==> config.mk <==
export PLATFORM = sky130hd
export DESIGN_NAME = key_event_scheduler
export DESIGN_NICKNAME = d
export VERILOG_FILES = /design/src/rtl/key_event_scheduler.sv
export SDC_FILE = /design/constraint.sdc
export NUM_CORES = 1
export LEC_CHECK = 0
export ABC_AREA = 1
export BUFFER_PORTS_ARGS = -buffer_cell sky130_fd_sc_hd__buf_2
export CORE_MARGIN = 5
export CORE_UTILIZATION = 35
export CTS_BUF_LIST = sky130_fd_sc_hd__clkbuf_4
export DETAILED_ROUTE_END_ITERATION = 10
export PLACE_DENSITY = 0.58
export SKIP_CTS_REPAIR_TIMING = 1
export SLEW_MARGIN = 20
export SYNTH_ARGS = -nofsm -noshare
export SYNTH_HDL_FRONTEND = slang
export SYNTH_SLANG_ARGS = --single-unit
==> constraint.sdc <==
create_clock -name CLOCK_50 -period 7.35 [get_ports CLOCK_50]
set_clock_uncertainty 0.05 [all_clocks]
set_input_delay 0 -clock CLOCK_50 [delete_from_list [all_inputs] [get_ports CLOCK_50]]
set_output_delay 0 -clock CLOCK_50 [all_outputs]
set_load 0.01 [all_outputs]
==> src/rtl/key_event_scheduler.sv <==
// key_event_scheduler
//   Turns decoded PS/2 key events into a stream of press events for a
//   two-player game. Each player has four mapped keys. A fresh press sets the
//   player's held bit and is queued in that player's FIFO. A repeat or a
//   release is never queued. A single output register presents one event at
//   a time and is fed from the two FIFOs by round-robin arbitration. Enter
//   produces a one-cycle start pulse.
//
// Ports
//   CLOCK_50               in   system clock, rising edge
//   reset                  in   synchronous, active-high
//   valid                  in   one-cycle strobe qualifying makeBreak/inCode
//   makeBreak              in   1 = make (press), 0 = break (release)
//   inCode[7:0]            in   set-2 scan code, prefixes already stripped
//   ev_ready               in   consumer accepts the presented event
//   ev_valid               out  event presented (FSM in PRESENT)
//   ev_player              out  0 = left, 1 = right
//   ev_key[1:0]            out  key index within the player
//   held_left/right[3:0]   out  held-key bitmaps
//   start_pulse            out  one cycle after an Enter make
//   ovf_left/right         out  sticky queue-overflow flags
//   cnt_left/right         out  FIFO occupancy, output register excluded
module key_event_scheduler #(
    parameter int DEPTH = 4
) (
    input  logic                     CLOCK_50,
    input  logic                     reset,
    input  logic                     valid,
    input  logic                     makeBreak,
    input  logic [7:0]               inCode,
    input  logic                     ev_ready,
    output logic                     ev_valid,
    output logic                     ev_player,
    output logic [1:0]               ev_key,
    output logic [3:0]               held_left,
    output logic [3:0]               held_right,
    output logic                     start_pulse,
    output logic                     ovf_left,
    output logic                     ovf_right,
    output logic [$clog2(DEPTH):0]   cnt_left,
    output logic [$clog2(DEPTH):0]   cnt_right
);
    localparam int AW = $clog2(DEPTH);
    localparam int CW = AW + 1;

    typedef enum logic {IDLE = 1'b0, PRESENT = 1'b1} state_t;

    state_t                 state_q, state_d;
    logic                   ev_player_q, ev_player_d;
    logic [1:0]             ev_key_q, ev_key_d;
    logic                   last_q, last_d;
    logic                   start_q, start_d;
    logic [1:0]             ovf_q, ovf_d;
    logic [1:0][3:0]        held_q, held_d;
    logic [1:0][CW-1:0]     cnt_q, cnt_d;
    logic [1:0][AW-1:0]     rd_ptr_q, rd_ptr_d;
    logic [1:0][AW-1:0]     wr_ptr_q, wr_ptr_d;
    logic [1:0]             mem_q [2][DEPTH];
    logic [1:0]             mem_d [2][DEPTH];

    // Scan-code decode
    logic       hit, plr;
    logic [1:0] key;
    always_comb begin
        hit = 1'b1;
        plr = 1'b0;
        key = 2'd0;
        case (inCode)
            8'h16: key = 2'd0;
            8'h1E: key = 2'd1;
            8'h26: key = 2'd2;
            8'h29: key = 2'd3;
            8'h69: begin plr = 1'b1; key = 2'd0; end
            8'h72: begin plr = 1'b1; key = 2'd1; end
            8'h7A: begin plr = 1'b1; key = 2'd2; end
            8'h59: begin plr = 1'b1; key = 2'd3; end
            default: hit = 1'b0;
        endcase
    end

    logic       accept, can_load, load, gnt, make_new;
    logic [1:0] nonempty, pop, push, ovf_set;

    always_comb begin
        accept   = (state_q == PRESENT) && ev_ready;
        can_load = (state_q == IDLE) || accept;
        for (int p = 0; p < 2; p++) nonempty[p] = (cnt_q[p] != '0);
        // Tie goes to the player not granted last; otherwise the only
        // non-empty queue wins.
        gnt  = (&nonempty) ? ~last_q : nonempty[1];
        load = can_load && (|nonempty);
        pop  = '0;
        if (load) pop[gnt] = 1'b1;

        // A press is queued only on the held 0->1 transition. A full queue
        // still accepts the push when it is being popped on the same edge.
        make_new = valid && makeBreak && hit && !held_q[plr][key];
        push     = '0;
        ovf_set  = '0;
        if (make_new) begin
            if (cnt_q[plr] != CW'(DEPTH) || pop[plr]) push[plr]    = 1'b1;
            else                                      ovf_set[plr] = 1'b1;
        end

        held_d = held_q;
        if (valid && hit) held_d[plr][key] = makeBreak;

        mem_d = mem_q;
        if (|push) mem_d[plr][wr_ptr_q[plr]] = key;
        for (int p = 0; p < 2; p++) begin
            cnt_d[p]    = cnt_q[p] + CW'(push[p]) - CW'(pop[p]);
            wr_ptr_d[p] = wr_ptr_q[p] + AW'(push[p]);
            rd_ptr_d[p] = rd_ptr_q[p] + AW'(pop[p]);
        end

        start_d = valid && makeBreak && (inCode == 8'h5A);
        ovf_d   = ovf_q | ovf_set;

        state_d     = state_q;
        ev_player_d = ev_player_q;
        ev_key_d    = ev_key_q;
        last_d      = last_q;
        if (load) begin
            state_d     = PRESENT;
            ev_player_d = gnt;
            ev_key_d    = mem_q[gnt][rd_ptr_q[gnt]];
            last_d      = gnt;
        end else if (accept) begin
            state_d = IDLE;
        end
    end

    always_ff @(posedge CLOCK_50) begin
        if (reset) begin
            state_q     <= IDLE;
            ev_player_q <= 1'b0;
            ev_key_q    <= 2'd0;
            last_q      <= 1'b1;   // right, so left wins the first tie
            start_q     <= 1'b0;
            ovf_q       <= '0;
            held_q      <= '0;
            cnt_q       <= '0;
            rd_ptr_q    <= '0;
            wr_ptr_q    <= '0;
        end else begin
            state_q     <= state_d;
            ev_player_q <= ev_player_d;
            ev_key_q    <= ev_key_d;
            last_q      <= last_d;
            start_q     <= start_d;
            ovf_q       <= ovf_d;
            held_q      <= held_d;
            cnt_q       <= cnt_d;
            rd_ptr_q    <= rd_ptr_d;
            wr_ptr_q    <= wr_ptr_d;
        end
    end

    // Storage is not reset; occupancy and pointers define what is live.
    always_ff @(posedge CLOCK_50) begin
        mem_q <= mem_d;
    end

    assign ev_valid    = (state_q == PRESENT);
    assign ev_player   = ev_player_q;
    assign ev_key      = ev_key_q;
    assign held_left   = held_q[0];
    assign held_right  = held_q[1];
    assign start_pulse = start_q;
    assign ovf_left    = ovf_q[0];
    assign ovf_right   = ovf_q[1];
    assign cnt_left    = cnt_q[0];
    assign cnt_right   = cnt_q[1];
endmodule

==> summary.txt, run 1 <==
status: finished, final reports clean
Mapped Cells: 304
Ports: 34
core area: 6790 µm²
final setup vio count: 0
vias in the first global route: 1,895
Syn. warnings: 0
Layout Utilization: 41.1%
Fmax: 331 MHz
Power, Total: 0.723 mW
Die X: 93.7 µm
# diodes: 0
CTS max path bufs: 2
clock sink count: 46
DP Wirelength: 3840 µm
Post-DRT Antenna Nets: 0
post-synthesis mux area share: 0%
Int Pwr: 0.439 mW
Leak Pwr: 1.27 nW
synthesized area: 2450 µm²
grt met1 use: 15.2%
DR pass1 iterations: 4
main area contributors after synthesis: dfxtp_1 25%, edfxtp_1 20%, nand2_1 8.4%
syn_nets: 327
Final Net Count: 365
total track usage: 12.4%
fraction of layout cells with a size suffix above 1: 23.6%
largest area contributor in the netlist: dfxtp_1
total CTS buffers: 5
Startpoint Class: flip-flop
#FFs+latches synth: 46
fin crit period: 3020 ps
Slew @ Worst Pin: 632 ps
wire per inst: 11.4 µm
Net Sw Frac: 39.3%
Worst EP required: 7600 ps
met2 Use GR: 20.5%
DRC viols: 0
largest net degree at the start of global routing: 22
initial antenna violation count: 0
CTS root buffer: clkbuf_4
worst skew pair latency: 360 ps
CP arrival: 3270 ps
total grt overflow: 0
pwr dens: 259 nW/µm²
Cell Area, Placed: 2710 µm²
worst-path cell chain: nor2_1, nand2_1, o21ai_4, inv_2, nand2_1, nand3_1, nand2_1, nor2_2, inv_1, ha_1, inv_1, ha_1, inv_1, fa_1, xor2_1, o21ai_0, a21oi_1
Max-slew headroom: 57.8%
Layout area overhead: 13.8%
row cnt: 30
Worst Hold Class: in -> reg
Combinational Power Share: 39.9%
cell with the most instances after synthesis: nand2_1
Max Slew Vio Count: 0
DIE AREA: 8780 µm²
Post-Layout Inst Area: 2790 µm²
crit path max fanout: 11
1st-iter DRT viols: 92
synth cell count leaders: 55 x nand2_1, 39 x inv_1, 37 x nor2_1, 30 x dfxtp_1, 28 x nand3_1
crit path capture type: flip-flop
met3 Use GR: 3.85%
Netlist cell types: 31
Fin. Hold Viols: 0
Simple-Gate Fraction of Synth Area: 31.8%
max incr delay on CP: 410 ps
CTS clock-pin slew for the worst setup and hold paths: 130 ps
Synth top area share: 24.5%
post-DR vias/cell: 4.60
initial core utilization: 36.1%
first-pass GRT wire length: 8600 µm
Flop pwr share: 43.4%
Post-Synth XOR/XNOR Area: 2.14%
GPL Wtd Cong: 0.793
Max H-tree Level: 2
ys async rst share: 0%
switching power: 0.285 mW
DIE HEIGHT: 93.7 µm
routed vias: 2,020
Compound-Gate Fraction of Synth Area: 8.22%
Seq/Total Area, Yosys: 44.1%
syn avg cell area: 8.06 µm²
Most used DFF post-synth: dfxtp_1
DRT Wirelength: 5010 µm
final worst-path cycle share: 41.1%
filler instances: 727
number of enable flip-flop cells after synthesis: 16
max_cap viols: 0
Top Usage Layer GRT: met2
final total negative setup slack: 0 ps
IO buf count: 33
clock share of power: 16.6%
RSZ-0062 raised after global routing: false
CP Class: reg -> reg
VDD IR max: 0.0737 mV
CTS tree: built
largest family of logic cells by synthesized area: simple AND/OR/NAND/NOR gates
CP max-delay cell: dfxtp_1
area share of fa/ha/maj cells after synthesis: 5.72%
-- final timing paths --
check                             startpoint           to  slack [ps]  cells after the start
worst max-delay path            cnt_right[1]  cnt_left[2]        4330                     17
worst min-delay path               inCode[7]  start_pulse           4                      5
worst max register to register  cnt_right[1]  cnt_left[2]        4330                     17
worst min register to register      ovf_q[0]     ovf_q[0]         410                      2
-- worst max-delay path, delay by kind of cell (launching register included) --
family	cells	cell delay, ps
adder cells (fa/ha/maj)	3	770
AND/OR/NAND/NOR	6	910
buffers and inverters	4	290
AO/OA/AOI/OAI	3	360
flip-flops	1	410
XOR/XNOR	1	190
-- cells by family after synthesis --
family          after synthesis
fa+ha+maj                    10
simple gates                160
buf+inv                      49
xor+xnor                      6
compound gates               33
flops                        46
-- stage by stage --
stage	setup slack, ps	instances	hold slack, ps
floorplan	4750	304	114
global placement	4320	428	297
detailed placement	4280	428	282
CTS	4290	436	-102
global route	4100	439	17.0
finish	4330	439	4.07
-- placed cells by master (no fill, tap or decap), types with 4 or more instances in the layout --
master    count
nand2_1      55
inv_1        39
nor2_1       37
buf_2        33
dfxtp_1      30
nand3_1      28
edfxtp_1     16
a21oi_1      15
o21ai_0      13
nand2_2      12
nor2_2       12
ha_1          8
nand4_1       7
clkbuf_4      6
inv_2         5
xnor2_1       4
-- power groups by stage --
stage	Combinational [mW]	Clock [mW]	Sequential [mW]
final	0.289	0.120	0.314
after global routing	0.336	0.139	0.319
after CTS	0.293	0.126	0.315
after detailed placement	0.291	0	0.321
after global placement	0.286	0	0.320
after floorplan	0.222	0	0.327
-- area by class of cell --
cell class | count | area (µm²) | area share (%)
clock buffers | 6 | 45.0 | 1.61
clock inverters | 2 | 10.0 | 0.359
inverters | 44 | 165 | 5.92
multi-input cells | 209 | 1170 | 42.1
flip-flops and latches | 46 | 1080 | 38.7
well taps | 96 | 120 | 4.30
repair buffers | 36 | 195 | 7.00
-- metal layers --
metal / wire [µm] / vias to the layer above / part of all wire (%)
met5: 0 / - / 0
met4: 93 / 0 / 1.9
met3: 266 / 8 / 5.3
met2: 2350 / 42 / 47
met1: 2310 / 914 / 46
li1: - / 1056 / -
-- sequential cells by signal, summed over array words and instances, names as in the netlist --
name,count
held_right,4
wr_ptr_q,4
mem_q,16
ev_valid,1
last_q,1
rd_ptr_q,4
cnt_left,3
ev_key,2
start_pulse,1
ev_player,1
held_left,4
cnt_right,3
ovf_q,2
Note: power is estimated with default switching activity, not from simulation.
==> inputs of run 2 (changes only) <==
--- a/config.mk
+++ b/config.mk
@@ -5,7 +5,7 @@
 export SDC_FILE = /design/constraint.sdc
 export NUM_CORES = 1
 export LEC_CHECK = 0
-export ABC_AREA = 1
+export ABC_AREA = 0
 export BUFFER_PORTS_ARGS = -buffer_cell sky130_fd_sc_hd__buf_2
 export CORE_MARGIN = 5
 export CORE_UTILIZATION = 35
==> constraint.sdc (replaced) <==
create_clock -name CLOCK_50 -period 3.07 [get_ports CLOCK_50]
set_clock_uncertainty 0.05 [all_clocks]
set_input_delay 0 -clock CLOCK_50 [delete_from_list [all_inputs] [get_ports CLOCK_50]]
set_output_delay 0 -clock CLOCK_50 [all_outputs]
set_load 0.01 [all_outputs]
==> run 2 against run 1 <==
  * Total power increased to 2.6 times the previous value
  * Register-to-register slack got worse by 4200 ps
  * Non-clock buffer count is 50 higher
  * Routed wire length increased by 20%
  * Fmax rose by 3.9%
  * Sequential power increased by 140%
  * Combinational power rose to 2.8 times the previous value
  * Synthesized area rose by 4.4%
  * Via count grew 4.7%
==> summary.txt, run 2 <==
largest net degree at the start of global routing: 32 (+45%)
r2r setup slk: 160 ps (-4170 ps)
CP Class: reg -> reg
DIE AREA: 9120 µm² (+4.0%)
max incr delay on CP: 360 ps (-50 ps)
Startpoint Class: flip-flop
Layout Utilization: 45.5% (+4.4 points)
CTS root buffer: clkbuf_4
clock sink count: 46 (unchanged)
Seq/Total Area, Yosys: 42.2% (-1.9 points)
initial antenna violation count: 0 (unchanged)
synthesized area: 2560 µm² (+4.4%)
final setup vio count: 0 (unchanged)
pre-CTS WS: -148 ps (-4430 ps)
crit path capture type: flip-flop
syn_nets: 272 (-17%)
DRT Wirelength: 6010 µm (+20%)
critical path's top delay family: adder cells
CTS clock-pin slew for the worst setup and hold paths: 140 ps (about the same)
final total negative setup slack: 0 ps (unchanged)
Max Slew Vio Count: 0 (unchanged)
Most used DFF post-synth: dfxtp_1
Power, Total: 1.87 mW (+160%)
placed cells: 412 (-3.7%)
Worst Hold Class: in -> reg
routed vias: 2,115 (+4.7%)
Syn. warnings: 0 (unchanged)
Fin. Hold Viols: 0 (unchanged)
Layout area overhead: 27.6%
status: finished, final reports clean
VDD IR max: 0.297 mV (+300%)
core area: 7180 µm² (+5.6%)
fin crit period: 2910 ps (-113 ps)
met2 Use GR: 22.4% (+1.9 points)
Die X: 95.5 µm (+2.0%)
cell with the most instances after synthesis: dfxtp_1
initial core utilization: 35.7% (-0.40 points)
final worst-path cycle share: 94.7% (+54 points)
CTS max path bufs: 2 (unchanged)
wire per inst: 14.0 µm (+23%)
number of enable flip-flop cells after synthesis: 16 (unchanged)
ys async rst share: 0% (unchanged)
DIE HEIGHT: 95.5 µm (+2.0%)
Ports: 34 (unchanged)
Mapped Cells: 249 (-18%)
total grt overflow: 0 (unchanged)
Top Usage Layer GRT: met2
CTS tree: built
Synth top area share: 23.5% (-1.0 points)
IO buf count: 33 (unchanged)
Worst EP required: 3270 ps (-4330 ps)
CP arrival: 3100 ps (-170 ps)
final std cells w/o fill: 428 (-2.5%)
largest area contributor in the netlist: dfxtp_1
worst-path cell chain: nor4bb_1, a32oi_1, nand3_1, a32oi_2, o221ai_2, or3_1, ha_1, inv_1, ha_1, inv_1, fa_2, xor2_1, xnor2_1, nor2_1
most frequent cells in the layout: 48 x buf_4, 33 x buf_2, 28 x dfxtp_1
Max-slew headroom: 61.0% (+3.2 points)
Max H-tree Level: 2 (unchanged)
row cnt: 31 (+3.3%)
grt met1 use: 18.5% (+3.4 points)
crit path max fanout: 4 (-7)
max_cap viols: 0 (unchanged)
total CTS buffers: 5 (unchanged)
setup ws final: 164 ps (-4170 ps)
total track usage: 13.9% (+1.5 points)
DP Wirelength: 4570 µm (+19%)
worst skew pair latency: 360 ps (about the same)
CP bufs+invs: 2 (-2)
Slew @ Worst Pin: 584 ps (-47.6 ps)
max FFs per register: 16 (unchanged)
Post-DRT Antenna Nets: 0 (unchanged)
first-pass GRT wire length: 9910 µm (+15%)
DRC viols: 0 (unchanged)
synth cell count leaders: 30 x dfxtp_1, 22 x nor2_1, 16 x edfxtp_1, 13 x mux2i_1
1st-iter DRT viols: 91 (-1.1%)
#FFs+latches synth: 46 (unchanged)
fraction of layout cells with a size suffix above 1: 35.0% (+11 points)
post-DR vias/cell: 4.94 (+7.4%)
Fmax: 344 MHz (+3.9%)
DR pass1 iterations: 4 (unchanged)
Netlist cell types: 60 (+94%)
RSZ-0062 raised after global routing: false
CP max-delay cell: or3_1
pwr dens: 572 nW/µm² (+120%)
leading cell type in the layout, fill and taps excluded: buf_4
GPL Wtd Cong: 0.794 (+0.11%)
main area contributors after synthesis: dfxtp_1 23%, edfxtp_1 19%, mux2i_1 5.1%
syn avg cell area: 10.3 µm² (+28%)
vias in the first global route: 2,084 (+10%)
Leak Pwr: 1.37 nW (+7.6%)
met3 Use GR: 2.92% (-0.93 points)
Final Net Count: 351 (-3.8%)
# diodes: 0 (unchanged)
Reg with most FFs: mem_q
## run 2: cell count changes in the layout (fill, tap and decap cells not counted), sizes merged, moves of 7 or more
cell,before,now
a21oi,16,5
buf,33,81
inv,44,10
mux2i,0,13
nand2,69,8
nand3,29,10
nand3b,0,7
nor2,51,22
nor2b,0,10
nor4,0,7
o21ai,14,6
## run 2: final timing paths
check | from | endpoint | depth (start not counted)
worst max register to register | held_right[0] | cnt_left[2] | 14
worst min register to register | last_q | last_q | 2
worst max-delay path | held_right[0] | cnt_left[2] | 14
worst min-delay path | reset | held_left[1] | 2
## run 2: logic make-up after synthesis
logic type | share of synthesized area (%)
and+or+nand+nor | 25.1
DFF | 42.2
AOI/OAI and AO/OA | 12.1
buffers and inverters | 5.72
muxes | 5.96
xor gates and xnor gates | 3.42
adders and majority gates | 5.47
## run 2: worst reg2reg max path, cell delays in order (launching register included)
cell,delay (ps)
dfxtp_2,340
nor4bb_1,120
a32oi_1,200
nand3_1,150
a32oi_2,230
o221ai_2,150
or3_1,360
ha_1,270
inv_1,60
ha_1,130
inv_1,50
fa_2,330
xor2_1,170
xnor2_1,150
nor2_1,50
## run 2: cell type report
type | count | area [µm²]
multi-input cells | 179 | 1390
well taps | 99 | 124
flip-flops and latches | 46 | 1080
fillers | 703 | 3910
clock inverters | 3 | 21.3
clock buffers | 5 | 37.5
inverters | 10 | 37.5
repair buffers | 86 | 576
## run 2: stage by stage
| step | hold slack (ps) | instance area, µm² |
|---|---|---|
| after floorplan | 26.1 | 2590 |
| after global placement | 267 | 3110 |
| after detailed placement | 258 | 3110 |
| after CTS | -136 | 3160 |
| after global routing | 86.7 | 3270 |
| final | 61.1 | 3270 |
## run 2: layer usage
metal  up-vias  share of wire [%]
li1       1079                  -
met1      1005                 48
met2        24                 49
met3         7                2.3
met4         0               0.95
met5         -                  0
## run 2: power breakdown
part / internal, mW / switching, mW / total, mW
sequential: 0.704 / 0.0631 / 0.767
clock: 0.0893 / 0.203 / 0.292
combinational: 0.421 / 0.388 / 0.808
total: 1.21 / 0.654 / 1.87
